File: src/rtl/pipeline_hazard_ctrl_if.sv
// Pipeline sequencer port bundle: ID-stage decode and imem status in,
// stage-register enables, jump select and the stall counter out.
interface pipeline_hazard_ctrl_if #(
  parameter int REG_BITS = 5,
  parameter int CNT_BITS = 16
);
  logic                imem_ready;
  logic                id_valid;
  logic [5:0]          id_opcode;
  logic [REG_BITS-1:0] id_rs;
  logic [REG_BITS-1:0] id_rt;
  logic                id_uses_rs;
  logic                id_uses_rt;
  logic [REG_BITS-1:0] id_dest;
  logic                id_wr_en;
  logic                pc_en;
  logic                pc_sel_jump;
  logic                if_id_en;
  logic                id_exe_en;
  logic                id_exe_bubble;
  logic                exe_mem_en;
  logic                mem_wb_en;
  logic [CNT_BITS-1:0] stall_count;

  modport master (
    output imem_ready, id_valid, id_opcode, id_rs, id_rt, id_uses_rs, id_uses_rt,
           id_dest, id_wr_en,
    input  pc_en, pc_sel_jump, if_id_en, id_exe_en, id_exe_bubble, exe_mem_en,
           mem_wb_en, stall_count
  );

  modport slave (
    input  imem_ready, id_valid, id_opcode, id_rs, id_rt, id_uses_rs, id_uses_rt,
           id_dest, id_wr_en,
    output pc_en, pc_sel_jump, if_id_en, id_exe_en, id_exe_bubble, exe_mem_en,
           mem_wb_en, stall_count
  );
endinterface

File: src/rtl/pipeline_hazard_ctrl.sv
// 5-stage pipeline sequencer: RAW stall via an in-flight destination
// scoreboard, wrong-path squash after jumps, and freeze on imem not ready.
module pipeline_hazard_ctrl #(
  parameter int         REG_BITS = 5,
  parameter logic [5:0] JUMP_OP  = 6'h03,
  parameter int         CNT_BITS = 16
) (
  input  logic                 clk,
  input  logic                 rst,
  pipeline_hazard_ctrl_if.slave bus
);
  typedef enum logic [1:0] {RUN = 2'd0, STALL = 2'd1, FLUSH = 2'd2} state_t;

  state_t              state_reg, state_next;
  // entry 0 = EX, 1 = MEM, 2 = WB
  logic [2:0]          sb_valid_reg;
  logic [REG_BITS-1:0] sb_dest_reg [3];
  logic [CNT_BITS-1:0] stall_count_reg;

  logic [2:0] hit_rs, hit_rt;
  logic       hazard, issue, ex_valid_next;

  generate
    for (genvar gi = 0; gi < 3; gi++) begin : g_hit
      assign hit_rs[gi] = sb_valid_reg[gi] && (sb_dest_reg[gi] != '0) &&
                          (sb_dest_reg[gi] == bus.id_rs);
      assign hit_rt[gi] = sb_valid_reg[gi] && (sb_dest_reg[gi] != '0) &&
                          (sb_dest_reg[gi] == bus.id_rt);
    end
  endgenerate

  assign hazard = bus.id_valid && (state_reg != FLUSH) &&
                  ((bus.id_uses_rs && |hit_rs) || (bus.id_uses_rt && |hit_rt));
  assign issue  = bus.id_valid && !hazard && (state_reg != FLUSH);
  assign ex_valid_next = issue && bus.id_wr_en && (bus.id_dest != '0);

  always_comb begin
    state_next        = RUN;
    bus.pc_en         = 1'b1;
    bus.pc_sel_jump   = 1'b0;
    bus.if_id_en      = 1'b1;
    bus.id_exe_en     = 1'b1;
    bus.id_exe_bubble = !bus.id_valid;
    bus.exe_mem_en    = 1'b1;
    bus.mem_wb_en     = 1'b1;
    if (rst) begin
      bus.pc_en         = 1'b0;
      bus.if_id_en      = 1'b0;
      bus.id_exe_en     = 1'b0;
      bus.id_exe_bubble = 1'b1;
      bus.exe_mem_en    = 1'b0;
      bus.mem_wb_en     = 1'b0;
    end else if (!bus.imem_ready) begin
      state_next        = state_reg;
      bus.pc_en         = 1'b0;
      bus.if_id_en      = 1'b0;
      bus.id_exe_en     = 1'b0;
      bus.id_exe_bubble = 1'b0;
      bus.exe_mem_en    = 1'b0;
      bus.mem_wb_en     = 1'b0;
    end else if (state_reg == FLUSH) begin
      // wrong-path instruction sitting in IF/ID is replaced by a bubble
      bus.id_exe_bubble = 1'b1;
    end else if (hazard) begin
      state_next        = STALL;
      bus.pc_en         = 1'b0;
      bus.if_id_en      = 1'b0;
      bus.id_exe_bubble = 1'b1;
    end else if (bus.id_valid && bus.id_opcode == JUMP_OP) begin
      state_next        = FLUSH;
      bus.pc_sel_jump   = 1'b1;
      bus.id_exe_bubble = 1'b0;
    end
  end

  always_ff @(posedge clk) begin
    if (rst) begin
      state_reg       <= RUN;
      sb_valid_reg    <= '0;
      stall_count_reg <= '0;
      for (int i = 0; i < 3; i++) sb_dest_reg[i] <= '0;
    end else if (bus.imem_ready) begin
      state_reg    <= state_next;
      sb_valid_reg <= {sb_valid_reg[1:0], ex_valid_next};
      sb_dest_reg[2] <= sb_dest_reg[1];
      sb_dest_reg[1] <= sb_dest_reg[0];
      sb_dest_reg[0] <= bus.id_dest;
      if (hazard && stall_count_reg != '1)
        stall_count_reg <= stall_count_reg + 1'b1;
    end
  end

  assign bus.stall_count = stall_count_reg;
endmodule
File: src/flat_wrapper.sv
// flat-port wrapper written by rule: the top's interface ports become plain ports
module pipeline_hazard_ctrl_flat 
#(
  parameter int         REG_BITS = 5,
  parameter logic [5:0] JUMP_OP  = 6'h03,
  parameter int         CNT_BITS = 16
)
  (clk, rst, bus_imem_ready, bus_id_valid, bus_id_opcode, bus_id_rs, bus_id_rt, bus_id_uses_rs, bus_id_uses_rt, bus_id_dest, bus_id_wr_en, bus_pc_en, bus_pc_sel_jump, bus_if_id_en, bus_id_exe_en, bus_id_exe_bubble, bus_exe_mem_en, bus_mem_wb_en, bus_stall_count);
  pipeline_hazard_ctrl_if #(.REG_BITS(REG_BITS), .CNT_BITS(CNT_BITS)) bus_i ();
  input  logic clk;
  input  logic rst;
  input wire logic [$bits(bus_i.imem_ready)-1:0] bus_imem_ready;
  input wire logic [$bits(bus_i.id_valid)-1:0] bus_id_valid;
  input wire logic [$bits(bus_i.id_opcode)-1:0] bus_id_opcode;
  input wire logic [$bits(bus_i.id_rs)-1:0] bus_id_rs;
  input wire logic [$bits(bus_i.id_rt)-1:0] bus_id_rt;
  input wire logic [$bits(bus_i.id_uses_rs)-1:0] bus_id_uses_rs;
  input wire logic [$bits(bus_i.id_uses_rt)-1:0] bus_id_uses_rt;
  input wire logic [$bits(bus_i.id_dest)-1:0] bus_id_dest;
  input wire logic [$bits(bus_i.id_wr_en)-1:0] bus_id_wr_en;
  output wire logic [$bits(bus_i.pc_en)-1:0] bus_pc_en;
  output wire logic [$bits(bus_i.pc_sel_jump)-1:0] bus_pc_sel_jump;
  output wire logic [$bits(bus_i.if_id_en)-1:0] bus_if_id_en;
  output wire logic [$bits(bus_i.id_exe_en)-1:0] bus_id_exe_en;
  output wire logic [$bits(bus_i.id_exe_bubble)-1:0] bus_id_exe_bubble;
  output wire logic [$bits(bus_i.exe_mem_en)-1:0] bus_exe_mem_en;
  output wire logic [$bits(bus_i.mem_wb_en)-1:0] bus_mem_wb_en;
  output wire logic [$bits(bus_i.stall_count)-1:0] bus_stall_count;
  assign bus_i.imem_ready = bus_imem_ready;
  assign bus_i.id_valid = bus_id_valid;
  assign bus_i.id_opcode = bus_id_opcode;
  assign bus_i.id_rs = bus_id_rs;
  assign bus_i.id_rt = bus_id_rt;
  assign bus_i.id_uses_rs = bus_id_uses_rs;
  assign bus_i.id_uses_rt = bus_id_uses_rt;
  assign bus_i.id_dest = bus_id_dest;
  assign bus_i.id_wr_en = bus_id_wr_en;
  assign bus_pc_en = bus_i.pc_en;
  assign bus_pc_sel_jump = bus_i.pc_sel_jump;
  assign bus_if_id_en = bus_i.if_id_en;
  assign bus_id_exe_en = bus_i.id_exe_en;
  assign bus_id_exe_bubble = bus_i.id_exe_bubble;
  assign bus_exe_mem_en = bus_i.exe_mem_en;
  assign bus_mem_wb_en = bus_i.mem_wb_en;
  assign bus_stall_count = bus_i.stall_count;
  pipeline_hazard_ctrl #(.REG_BITS(REG_BITS), .JUMP_OP(JUMP_OP), .CNT_BITS(CNT_BITS)) u_core (.clk(clk), .rst(rst), .bus(bus_i));
endmodule
File: config.mk
export PLATFORM = sky130hd
export DESIGN_NAME = pipeline_hazard_ctrl_flat
export DESIGN_NICKNAME = d
export VERILOG_FILES = /design/src/rtl/pipeline_hazard_ctrl_if.sv /design/src/rtl/pipeline_hazard_ctrl.sv /design/src/flat_wrapper.sv
export SDC_FILE = /design/constraint.sdc
export NUM_CORES = 1
export LEC_CHECK = 0
export CORE_MARGIN = 2
export CORE_UTILIZATION = 40
export DETAILED_ROUTE_END_ITERATION = 10
export HOLD_SLACK_MARGIN = 0.15
export PLACE_DENSITY = 0.67
export SLEW_MARGIN = 5
export SYNTH_ARGS = -nofsm -noshare
export SYNTH_HDL_FRONTEND = slang
export SYNTH_SLANG_ARGS = --single-unit
File: constraint.sdc
create_clock -name clk -period 3 [get_ports clk]
set_clock_uncertainty 0.15 [all_clocks]
set_input_delay 0.6 -clock clk [delete_from_list [all_inputs] [get_ports clk]]
set_output_delay 0.6 -clock clk [all_outputs]
set_load 0.01 [all_outputs]
==> flow_summary.json, run 1 <==
{
  "status": "finished with violations",
  "violations": "negative setup slack",
  "worstMarginPinSlew_ps": 579,
  "cts_tree": "yes",
  "final_core_util_pct": 63.0,
  "dpl_cell_area_um2": 2920,
  "grt_pass1_vias": 1915,
  "layout.nets": 332,
  "setup_slack_ps": -140,
  "hold_start": "u_core.state_reg[1]$_SDFFE_PP0P_",
  "max-cap-violations": 0,
  "timing.rr.start": "u_core.sb_dest_reg[0][12]$_SDFFCE_PN0P_",
  "end_kind": "output pin",
  "firstDrtPassIters": 4,
  "synthDistinctLibCells": 44,
  "yosysSeqAreaShare_pct": 41.3,
  "totalPowerFinal_mw": 1.14,
  "placementRows": 26,
  "max_freq_mhz": 318,
  "antenna_found_initial": 0,
  "slew_viol_final": 0,
  "rr_endpoint": "u_core.bus.stall_count[9]$_SDFFE_PP0P_",
  "cts-root-buf": "clkbuf_8",
  "whs_endpoint": "u_core.state_reg[1]$_SDFFE_PP0P_",
  "rsz0062_at_grt": "true",
  "period_share_pct": 105,
  "syn_area_per_cell_um2": 9.77,
  "syn_inst": 216,
  "cp.required_ps": 2250,
  "grt_pass1_wl_um": 9010,
  "start_kind": "input pin",
  "io_pins": 51,
  "p_clk_share_pct": 34.7,
  "p_switching_uw": 294,
  "cp_cell_sequence": "clkdlybuf4s50_1 -> buf_4 -> xor2_2 -> nor4_4 -> o31ai_4 -> nand2_2 -> buf_6 -> nor4_4 -> buf_2",
  "vias": 1899,
  "start_util_pct": 41.3,
  "p_int_uw": 846,
  "via_per_inst": 5.08,
  "use_met3_pct": 3.91,
  "p_seq_share_pct": 47.4,
  "synthesis.nets": 245,
  "path_class": "input pin to output pin",
  "yosysTopAreaCellShare_pct": 21.3,
  "drcViolationCount": 0,
  "design_area_um2": 3220,
  "crit_fanout": 3,
  "cts_buffer_depth": 2,
  "hold_depth": 1,
  "final-hold-violation-count": 0,
  "drtIter0Drc": 87,
  "peakVddDrop_uv": 209,
  "largest_reg_flops": 16,
  "drive_above_1_share_pct": 29.9,
  "wl_um": 5370,
  "htree_num_levels": 2,
  "grt_max_degree": 27,
  "cp-startpoint": "bus_id_rt[2]",
  "setup_viol": 4,
  "cts_sinks": 36,
  "wl_per_cell_um": 14.4,
  "rr_worst_depth": 11,
  "path_clk_slew_ps": 70,
  "grt_util_all_layers_pct": 19.5,
  "p_sw_share_pct": 25.8,
  "gr-usage-met2_pct": 33.1,
  "grt.overflow.total": 0,
  "p_per_area_nw_per_um2": 354,
  "diodes": 0,
  "ys_top_cells_by_area": "edfxtp_1, dfxtp_1, xnor2_1",
  "core-area_um2": 5110,
  "yosysWarnings": 0,
  "max_slew_margin_pct": 61.3,
  "cpMaxStageDelayCell": "clkdlybuf4s50_1",
  "met1_usage_pct": 23.8,
  "ys_ff_latch": 36,
  "die_h_um": 76.6,
  "fin_crit_ps": 3140,
  "hold_class": "flop to flop",
  "crit_path_max_incr_delay_ps": 510,
  "area_growth_pct": 52.5,
  "dp_hpwl_um": 3960,
  "netlist.top_cell.by_area": "edfxtp_1",
  "die_area_um2": 5870,
  "gr-max-usage-layer": "met2",
  "r2r_setup_slack_ps": 250,
  "p_leak_nw": 1.17,
  "antenna_left": 0,
  "portBuffers": 50,
  "cts_buffers": 5,
  "cpMostUsedCell": "nor4_4",
  "combPwrFrac_pct": 17.9,
  "place_congestion": 0.930,
  "critPathArrivalTime_ps": 2390,
  "clk_latency_ps": 290,
  "die_w_um": 76.6,
  "whs_ps": 330,
  "syn_area_um2": 2110
}
layer usage:
layer,share of wire (%),vias up
met5,0,-
met4,1.4,0
met3,3.7,7
met2,51,42
met1,44,898
li1,-,952
cell usage in the layout (no fill, tap or decap), drive strengths merged, types with 2 or more instances in the layout:
cell	count
a21oi	13
a31o	2
and2	16
buf	43
clkbuf	7
clkdlybuf4s50	38
dfxtp	21
dlygate4sd2	7
edfxtp	15
inv	4
mux2	3
mux2i	2
nand2	11
nand2b	5
nand3	11
nand4	6
nor2	15
nor2b	3
nor4	8
o2111a	2
o21ai	9
o31ai	7
or2	2
or3	3
or4	8
xnor2	21
xor2	12
cell type report:
| cell class | count | area, µm² |
|---|---|---|
| fill | 441 | 1890 |
| multi-input combinational | 166 | 1350 |
| sequential | 36 | 871 |
| timing repair buffer | 90 | 797 |
| clock buffer | 7 | 97.6 |
| tap | 70 | 87.6 |
| inverter | 4 | 15.0 |
| clock inverter | 1 | 5.00 |
worst max-delay path by stage:
stage / end / slack (ps) / cells after the start
finish: bus_pc_sel_jump / -140 / 9
global route: bus_pc_sel_jump / -210 / 8
CTS: bus_pc_sel_jump / -150 / 9
detailed placement: bus_pc_sel_jump / -700 / 10
global placement: bus_pc_sel_jump / -700 / 9
floorplan: bus_pc_en / 250 / 7
repair_timing:
item | CTS | global route
resized for setup | 45 | 12
pin swaps | 11 | 4
setup buffers | 3 | 0
hold buffers | 0 | 0
endpoints found under the setup margin | 4 | 4
worst max-delay path: cells and delay by family:
kind	cells	cell delay [ps]
buffers and inverters	4	1000
AND/OR/NAND/NOR	3	330
AO/OA/AOI/OAI	1	260
XOR/XNOR	1	200
power by group through the flow:
stage	Sequential, mW	Combinational, mW	Clock [mW]
floorplan	0.552	0.0766	0
global placement	0.549	0.174	0
detailed placement	0.550	0.174	0
CTS	0.539	0.192	0.404
global route	0.542	0.219	0.429
finish	0.541	0.204	0.396
kinds of logic after synthesis:
kind of cell	Yosys count	synth area share [%]
buf+inv	14	4.27
simple gates	90	24.3
xor+xnor	33	13.7
fa+ha+maj	1	0.593
flops	36	41.3
mux	5	2.55
compound gates	37	13.3
metrics by stage:
| step | setup TNS, ps | instances | worst slack, ps |
|---|---|---|---|
| final | -438 | 374 | -140 |
| after floorplan | 0 | 216 | 246 |
| after detailed placement | -3450 | 365 | -696 |
| after CTS | -554 | 376 | -146 |
| after global placement | -3290 | 365 | -700 |
| after global routing | -723 | 374 | -214 |
Yosys cell counts:
master	n
o31ai_2	2
or3_1	2
and2_2	1
o2111a_1	2
or3_2	1
xor2_1	12
buf_12	1
a21boi_0	1
ha_1	1
nand2_2	2
mux2i_1	2
nor4_1	7
inv_1	4
a31o_2	2
buf_1	1
and2_1	14
nor2_1	15
nor2b_1	3
a21o_1	1
and2_4	1
buf_4	3
nand2_1	9
or2_2	2
o21ai_2	3
o2111ai_1	1
mux2_1	3
or4_1	8
o31ai_1	5
nand4_1	6
clkbuf_1	4
dfxtp_1	21
and3_1	1
xnor2_1	21
a21oi_1	6
nand4b_1	1
nand2b_1	5
o21a_1	1
o21ai_0	3
nor4_2	1
clkbuf_8	1
edfxtp_1	15
nand3_1	11
o21ai_1	3
a21oi_2	7
(Power assumes the default switching activity.)
==> run 2, diff against run 1 <==
MAX_ROUTING_LAYER = met4   (was default)
==> run 2 against run 1 <==
Compared with the run above: the flow still finishes with violations (negative setup slack); combinational power barely moved; die area did not move; largest cell class unchanged; worst hold slack got worse by 5.2 ps; critical path depth fell by 1; power rose by 2.1%; final cell count rose by 1.3%; sequential share of layout area did not move; clock-buffer cell count fell by 1; first-iteration DRC count rose by 18%; critical path type is now flop to output pin; final area did not move.
==> flow_summary.json, run 2 (same netlist as run 1, synthesis figures left out) <==
{
  "layout_commonest_cell": "buf_4",
  "final-hold-violation-count": 0,
  "start_util_pct": 41.3,
  "path_clk_slew_ps": 70,
  "max_slew_margin_pct": 59.4,
  "cts-root-buf": "clkbuf_8",
  "cts_buffers": 5,
  "die_h_um": 76.6,
  "violations": "negative setup slack",
  "max_freq_mhz": 321,
  "p_clk_share_pct": 36.2,
  "io_pins": 51,
  "via_per_inst": 5.07,
  "htree_num_levels": 2,
  "antenna_left": 0,
  "r2r_setup_slack_ps": 240,
  "place_congestion": 0.956,
  "grt_util_all_layers_pct": 21.0,
  "start_kind": "flop",
  "max-cap-violations": 0,
  "timing.rr.start": "u_core.sb_dest_reg[0][6]$_SDFFCE_PN0P_",
  "status": "finished with violations",
  "critPathTopFamily": "simple AND/OR/NAND/NOR gates",
  "grt_pass1_vias": 1873,
  "die_area_um2": 5870,
  "firstDrtPassIters": 4,
  "portBuffers": 50,
  "dpl_cell_area_um2": 2920,
  "cts_buffer_depth": 2,
  "fill_cells": 450,
  "area_growth_pct": 52.5,
  "combPwrFrac_pct": 17.4,
  "layout_common_cells": "buf_4, clkdlybuf4s50_1, xnor2_1, dfxtp_1, edfxtp_1",
  "wl_per_cell_um": 14.3,
  "dp_cells": 365,
  "setup_slack_ps": -112,
  "cts_sinks": 36,
  "pre_cts_ws_ps": -646,
  "largest_reg_flops": 16,
  "rr_endpoint": "u_core.bus.stall_count[9]$_SDFFE_PP0P_",
  "hold_class": "flop to flop",
  "end_kind": "output pin",
  "drive_above_1_share_pct": 31.1,
  "placementRows": 26,
  "postCtsHoldBufs": 0,
  "cp.required_ps": 2250,
  "wl_um": 5440,
  "final_cells": 379,
  "p_int_uw": 880,
  "grt_pass1_wl_um": 9340,
  "clk_latency_ps": 290,
  "layout.nets": 337,
  "whs_endpoint": "u_core.state_reg[1]$_SDFFE_PP0P_",
  "drcViolationCount": 0,
  "dp_hpwl_um": 3980,
  "grt_max_degree": 27,
  "die_w_um": 76.6,
  "hold_start": "u_core.state_reg[1]$_SDFFE_PP0P_",
  "rsz0062_at_grt": "true",
  "cts_tree": "yes",
  "hold_depth": 1,
  "cpMaxStageDelayCell": "or4_4",
  "p_per_area_nw_per_um2": 362,
  "cp_cell_sequence": "or4_4 -> nor2_4 -> nor4_4 -> o31ai_2 -> nand2_2 -> buf_6 -> a21oi_4 -> buf_2",
  "antenna_found_initial": 0,
  "crit_fanout": 3,
  "p_leak_nw": 1.19,
  "path_buf_inv": 2,
  "design_area_um2": 3220,
  "vias": 1921,
  "p_seq_share_pct": 46.4,
  "worstMarginPinSlew_ps": 608,
  "core-area_um2": 5110,
  "fin_crit_ps": 3110,
  "p_switching_uw": 284,
  "slew_viol_final": 0,
  "peakVddDrop_uv": 191,
  "setup_viol": 4,
  "critPathArrivalTime_ps": 2360,
  "path_class": "flop to output pin",
  "p_sw_share_pct": 24.4,
  "period_share_pct": 104,
  "diodes": 0,
  "grt.overflow.total": 0,
  "drtIter0Drc": 103,
  "crit_path_max_incr_delay_ps": 560,
  "rr_worst_depth": 12
}
==> run 2: cell count changes in the layout (fill, tap and decap cells not counted), moves of 2 or more <==
| cell | delta |
|---|---|
| buf_4 | +3 |
| dlygate4sd2_1 | +3 |
| buf_2 | +2 |
| clkdlybuf4s50_1 | -2 |
| nor4_2 | +2 |
| nor4_4 | -2 |
| o21ai_2 | +2 |
| o31ai_2 | +2 |
| o31ai_4 | -2 |
==> run 2: repair_timing <==
action                                  4_1_cts  5_1_grt
pin swaps                                    20        7
endpoints found under the setup margin        4        4
setup buffers                                 5        3
gates resized for setup                      54        3
==> run 2: area by class of cell <==
cell class / instances / area (µm²) / area share [%]
multi-input combinational: 166 / 1310 / 40.8
sequential: 36 / 871 / 27.1
timing repair buffer: 95 / 823 / 25.6
tap: 70 / 87.6 / 2.72
clock buffer: 6 / 72.6 / 2.26
clock inverter: 2 / 35.0 / 1.09
inverter: 4 / 15.0 / 0.467
==> run 2: worst register-to-register path, stage by stage, from the launching register on <==
cell	delay [ps]
edfxtp_1	390
buf_4	150
buf_4	120
buf_4	150
xnor2_1	190
nand4_1	190
nor4_4	230
buf_4	160
buf_4	100
o31ai_2	60
and2_4	170
or4_1	490
a21oi_2	140
==> run 2: metal layers <==
metal / GRT usage, % / share of wire [%] / vias up
li1: - / - / 958
met4: 6.00 / 1.0 / 0
met3: 3.91 / 4.2 / 4
met5: - / 0 / -
met1: 25.4 / 44 / 909
met2: 35.9 / 51 / 50
==> run 2: worst max-delay path by stage <==
stage	startpoint	to	cells after the start
2_1_floorplan	u_core.sb_dest_reg[0][0]$_SDFFCE_PN0P_	bus_pc_en	7
6_report	u_core.sb_dest_reg[0][6]$_SDFFCE_PN0P_	bus_pc_en	8
4_1_cts	u_core.sb_dest_reg[0][10]$_SDFFCE_PN0P_	bus_pc_sel_jump	8
3_5_place_dp	bus_id_rs[4]	bus_pc_sel_jump	10
5_1_grt	u_core.sb_dest_reg[0][5]$_SDFFCE_PN0P_	bus_pc_sel_jump	8
3_3_place_gp	bus_id_rs[3]	bus_pc_sel_jump	9
==> run 2: power by group through the flow <==
stage / combinational, mW / sequential (mW) / clock (mW)
global route: 0.219 / 0.542 / 0.454
CTS: 0.198 / 0.540 / 0.430
finish: 0.203 / 0.540 / 0.422
floorplan: 0.0766 / 0.552 / 0
global placement: 0.174 / 0.549 / 0
detailed placement: 0.174 / 0.550 / 0
==> run 2: through the flow <==
step	hold WS, ps	TNS, ps	utilization, %	power [mW]
2_1_floorplan	277	0	-	0.629
3_3_place_gp	291	-3320	57.1	0.723
3_5_place_dp	317	-3320	57.1	0.724
4_1_cts	333	-192	62.3	1.17
5_1_grt	347	-873	63.0	1.21
6_report	324	-394	63.0	1.16
==> run 3, diff against run 2 <==
ABC_AREA = 0   (was default)
==> results of run 3 <==
Same layout as run 2: the final DEF is identical, and so are final timing and power.
